$ cat src/rtl/rs_driver.sv
`timescale 1ns/1ps
// Command-side driver/checker for a clocked RS flop: turns set/reset/hold/toggle
// requests into exclusive s/r pulses, then samples q/nq against an expected-state model.
module rs_driver #(
    parameter int PULSE_W = 2,
    parameter int SETTLE  = 1
) (
    input  logic       clk,
    input  logic       nrst,
    input  logic       req_valid,
    input  logic [1:0] req_op,
    output logic       req_ready,
    output logic       s,
    output logic       r,
    input  logic       q,
    input  logic       nq,
    output logic       done,
    output logic       err,
    output logic       illegal,
    output logic       exp_q,
    output logic [7:0] err_cnt
);

    localparam int CNT_MAX = (PULSE_W > SETTLE) ? PULSE_W : SETTLE;
    localparam int CNT_W   = (CNT_MAX > 1) ? $clog2(CNT_MAX) : 1;
    localparam logic [CNT_W-1:0] PULSE_LD  = CNT_W'(PULSE_W - 1);
    localparam logic [CNT_W-1:0] SETTLE_LD = CNT_W'(SETTLE - 1);
    localparam logic [1:0] OP_HOLD = 2'b10;

    typedef enum logic [1:0] {ST_IDLE, ST_DRIVE, ST_SETTLE} state_t;

    state_t           state, state_nxt;
    logic [CNT_W-1:0] cnt, cnt_nxt;
    logic             s_nxt, r_nxt, exp_nxt;
    logic             done_nxt, err_nxt, illegal_nxt;
    logic [7:0]       err_cnt_nxt;
    logic             nexp, check_fail;

    function automatic logic next_exp(input logic [1:0] op, input logic cur);
        case (op)
            2'b00:   return 1'b1;
            2'b01:   return 1'b0;
            2'b10:   return cur;
            default: return ~cur;
        endcase
    endfunction

    function automatic logic [7:0] sat_inc(input logic [7:0] v);
        return (v == 8'hFF) ? v : v + 8'd1;
    endfunction

    assign nexp       = next_exp(req_op, exp_q);
    assign check_fail = (q != exp_q) || (q == nq);
    assign req_ready  = (state == ST_IDLE);

    always_comb begin
        state_nxt   = state;
        cnt_nxt     = cnt;
        s_nxt       = s;
        r_nxt       = r;
        exp_nxt     = exp_q;
        done_nxt    = 1'b0;
        err_nxt     = 1'b0;
        illegal_nxt = 1'b0;
        err_cnt_nxt = err_cnt;
        case (state)
            ST_IDLE: begin
                if (req_valid) begin
                    // Hold drives neither input; every other op drives toward nexp only.
                    exp_nxt   = nexp;
                    s_nxt     = (req_op != OP_HOLD) && nexp;
                    r_nxt     = (req_op != OP_HOLD) && !nexp;
                    cnt_nxt   = PULSE_LD;
                    state_nxt = ST_DRIVE;
                end
            end
            ST_DRIVE: begin
                if (cnt == '0) begin
                    s_nxt     = 1'b0;
                    r_nxt     = 1'b0;
                    cnt_nxt   = SETTLE_LD;
                    state_nxt = ST_SETTLE;
                end else begin
                    cnt_nxt = cnt - 1'b1;
                end
            end
            ST_SETTLE: begin
                if (cnt == '0) begin
                    done_nxt    = 1'b1;
                    err_nxt     = check_fail;
                    illegal_nxt = (q == nq);
                    if (check_fail)
                        err_cnt_nxt = sat_inc(err_cnt);
                    state_nxt   = ST_IDLE;
                end else begin
                    cnt_nxt = cnt - 1'b1;
                end
            end
            default: state_nxt = ST_IDLE;
        endcase
    end

    always_ff @(posedge clk or negedge nrst) begin
        if (!nrst) begin
            state   <= ST_IDLE;
            cnt     <= '0;
            s       <= 1'b0;
            r       <= 1'b0;
            exp_q   <= 1'b0;
            done    <= 1'b0;
            err     <= 1'b0;
            illegal <= 1'b0;
            err_cnt <= 8'd0;
        end else begin
            state   <= state_nxt;
            cnt     <= cnt_nxt;
            s       <= s_nxt;
            r       <= r_nxt;
            exp_q   <= exp_nxt;
            done    <= done_nxt;
            err     <= err_nxt;
            illegal <= illegal_nxt;
            err_cnt <= err_cnt_nxt;
        end
    end

endmodule
$ cat config.mk
export PLATFORM = sky130hd
export DESIGN_NAME = rs_driver
export DESIGN_NICKNAME = d
export VERILOG_FILES = /design/src/rtl/rs_driver.sv
export SDC_FILE = /design/constraint.sdc
export NUM_CORES = 1
export LEC_CHECK = 0
export ABC_AREA = 0
export ABC_CLOCK_PERIOD_IN_PS = 1600
export CORE_MARGIN = 3
export CORE_UTILIZATION = 43
export DETAILED_ROUTE_END_ITERATION = 8
export PLACE_DENSITY = 0.82
export SYNTH_ARGS = -nofsm -noshare
export SYNTH_HDL_FRONTEND = slang
export SYNTH_SLANG_ARGS = --single-unit
$ cat constraint.sdc
create_clock -name clk -period 1.6 [get_ports clk]
set_input_delay 0.16 -clock clk [delete_from_list [all_inputs] [get_ports clk]]
set_output_delay 0.16 -clock clk [all_outputs]
set_load 0.01 [all_outputs]
==> results.py <==
metrics = {
    "timing": {
        "hold_viol": 0,
        "fin_crit_ps": 1560,
        "whs_ps": 143,
        "slew_headroom_pct": 75.9,
        "rsz0062_at_grt": "yes",
        "skew_ps": 6.12,
        "tightest_slew_ps": 360,
        "final.period_utilization_pct": 97.7,
        "fmax_ghz": 0.640,
        "drv_slew": 0,
        "setup-violations-final": 0,
    },
    "floorplanning": {
        "die_w_um": 51.7,
        "die_h_um": 51.7,
        "std_cell_rows": 15,
        "io_pins": 22,
        "design.core.area_um2": 1840,
        "start_util_pct": 48.8,
        "fp.dieArea_um2": 2670,
    },
    "power": {
        "pwr-share-comb_pct": 56.1,
        "power.static_leakage_nw": 0.611,
        "p_clk_share_pct": 11.2,
        "ir_drop_uv": 1010,
        "seqPwrFrac_pct": 32.6,
        "swShare_pct": 36.1,
        "p_switching_mw": 0.731,
        "p_int_mw": 1.29,
        "powerDensity_nw_per_um2": 1510,
    },
    "setup_path": {
        "start_kind": "flop",
        "cp.required_ps": 1780,
        "critPathCaptureType": "flop",
        "critPathBufInv": 2,
        "crit_chain": "buf_4 -> nor3b_4 -> nor3_4 -> buf_4 -> nand4_1 -> mux2_2",
        "worstSetupPathType": "reg2reg",
        "slowest_stage": "dfrtp_1",
        "cp_top_family": "flip-flops",
        "crit_top_cell": "buf_4",
        "crit_arrival_ps": 1740,
        "slowest_delay_ps": 420,
        "crit_path_max_fanout": 5,
    },
    "cts": {
        "htreeDepth": 1,
        "cts_buffer_depth": 2,
        "clkTransAtPathRegs_ps": 100,
        "cts_tree": "done",
        "cts.sinks": 17,
        "cts_made_buffers": 3,
        "clockRootBuffer": "clkbuf_4",
        "clkLatencyLatePin_ps": 290,
    },
    "global_routing": {
        "grt_max_degree": 11,
        "grt_pass1_wl_um": 3540,
        "grtUsageMet3_pct": 3.44,
        "busiest_layer": "met2",
        "grtUsageMet1_pct": 22.0,
        "antenna_found_initial": 0,
        "use_met2_pct": 30.7,
        "track_usage_pct": 17.9,
        "grt_pass1_vias": 819,
        "overflow": 0,
    },
    "detailed_routing": {
        "drc": 0,
        "viasPerCell": 5.11,
        "dr.pass1.iters": 4,
        "wl_per_cell_um": 13.3,
        "drt_iter0_markers": 10,
        "via_count": 772,
        "routed_wl_um": 2010,
        "final_antenna_net_count": 0,
    },
    "finish": {
        "final_common_cell": "clkdlybuf4s50_1",
        "instances_no_fill": 151,
        "nNetsFinal": 140,
        "design_area_um2": 1340,
        "fillCellCount": 142,
        "area_growth_pct": 49.7,
        "diodes": 0,
        "drive_above_1_share_pct": 31.0,
        "final_cell_mix": "clkdlybuf4s50_1, buf_4, dfrtp_1",
    },
    "yosys": {
        "ys_seq_area_share_pct": 47.4,
        "netlist_area_um2": 897,
        "synth_cells": 84,
        "syn-num-nets": 97,
        "ys.warnings.count": 0,
        "syn_area_per_cell_um2": 10.7,
        "synthDistinctLibCells": 29,
        "yosys_register_bits": 17,
    },
    "worst_hold_path": {
        "hold_class": "in2async",
    },
    "placement": {
        "gp_congestion": 0.843,
        "dp_cells": 144,
        "port_buffers": 21,
        "placed_area_um2": 1250,
        "dpl.hpwl_um": 1570,
    },
    "run_status": {
        "outcome": "finished clean",
    },
    "run": {
        "cap_violations": 0,
    },
}
-- routing by layer --
| metal | vias up | part of all wire [%] |
|---|---|---|
| met5 | - | 0 |
| li1 | 378 | - |
| met4 | 0 | 1.0 |
| met1 | 373 | 45 |
| met2 | 19 | 50 |
| met3 | 2 | 4.2 |
-- synth_stat cells (all sizes together) --
library cell	n	area [um^2]
o31ai	1	7.51
inv	6	22.5
or3	1	11.3
ha	6	75.1
nand2b	2	20.0
nor3	1	16.3
a22o	1	8.76
xnor2	2	17.5
mux2	4	48.8
and3b	1	8.76
nor2b	5	31.3
xor2	2	17.5
a21o	1	7.51
nand4	2	12.5
nand3	2	15.0
nand2	8	30.0
and3	1	7.51
a31oi	2	12.5
dfrtp	17	425
a31o	1	8.76
a22oi	1	7.51
o21ai	3	15.0
nor3b	1	7.51
and2	1	8.76
nor2	5	18.8
a21oi	7	35.0
-- stage by stage --
stage	util [%]	setup WS, ps	total power, mW	setup TNS [ps]
after CTS	71.4	-19.6	1.97	-21.4
after global placement	67.8	-159	1.62	-627
after floorplan	-	-14.9	1.15	-14.9
after detailed placement	67.8	-262	1.67	-1120
after global routing	73.0	-46.8	2.19	-86.0
final	73.0	36.3	2.02	0
-- power by group through the flow --
stage                     registers (mW)  clock network, mW  logic (mW)
final                              0.661              0.227        1.14
after global placement             0.645                  0       0.976
after CTS                          0.652              0.230        1.09
after detailed placement           0.651                  0        1.02
after floorplan                    0.721                  0       0.430
after global routing               0.676              0.266        1.25
-- repair_timing --
item,in CTS,in global routing
gates resized for setup,7,5
endpoints found under the setup margin,3,10
hold buffers,0,0
buffers inserted,2,1
pin swaps,1,3
-- flip-flops by register name, indices dropped and copies added, names as in the netlist --
name,flops
exp_q,1
illegal,1
err,1
r,1
s,1
state,2
cnt,1
done,1
err_cnt,8
-- area by class of cell --
cell class              count  area, um^2  share of cell area [%]
clock buffers               4        26.3                    1.96
multi-input cells          61         499                    37.2
flip-flops and latches     17         427                    31.8
repair buffers             38         337                    25.1
well taps                  25        31.3                    2.33
inverters                   6        22.5                    1.68
-- path summary, 6_finish.rpt --
path / from / end / slack (ps) / depth (start not counted)
min in group clk: r / r / 500 / 2
max in group asynchronous: nrst / err_cnt[3] / 990 / 2
min reg2reg: r / r / 500 / 2
max reg2reg: exp_q / err_cnt[4] / 40 / 6
max: exp_q / err_cnt[4] / 40 / 6
min: nrst / err_cnt[7] / 140 / 1
-- kinds of logic (layout without fill, tap and decap cells) --
| family | after synthesis | count (layout) | share of synthesized area (%) |
|---|---|---|---|
| compound gates | 17 | 17 | 11.4 |
| xor+xnor | 4 | 4 | 3.91 |
| fa+ha+maj | 6 | 6 | 8.37 |
| buf+inv | 6 | 48 | 2.51 |
| flops | 17 | 17 | 47.4 |
| mux | 4 | 4 | 5.44 |
| simple gates | 30 | 30 | 20.9 |
Power figures use the tool's default switching activity.
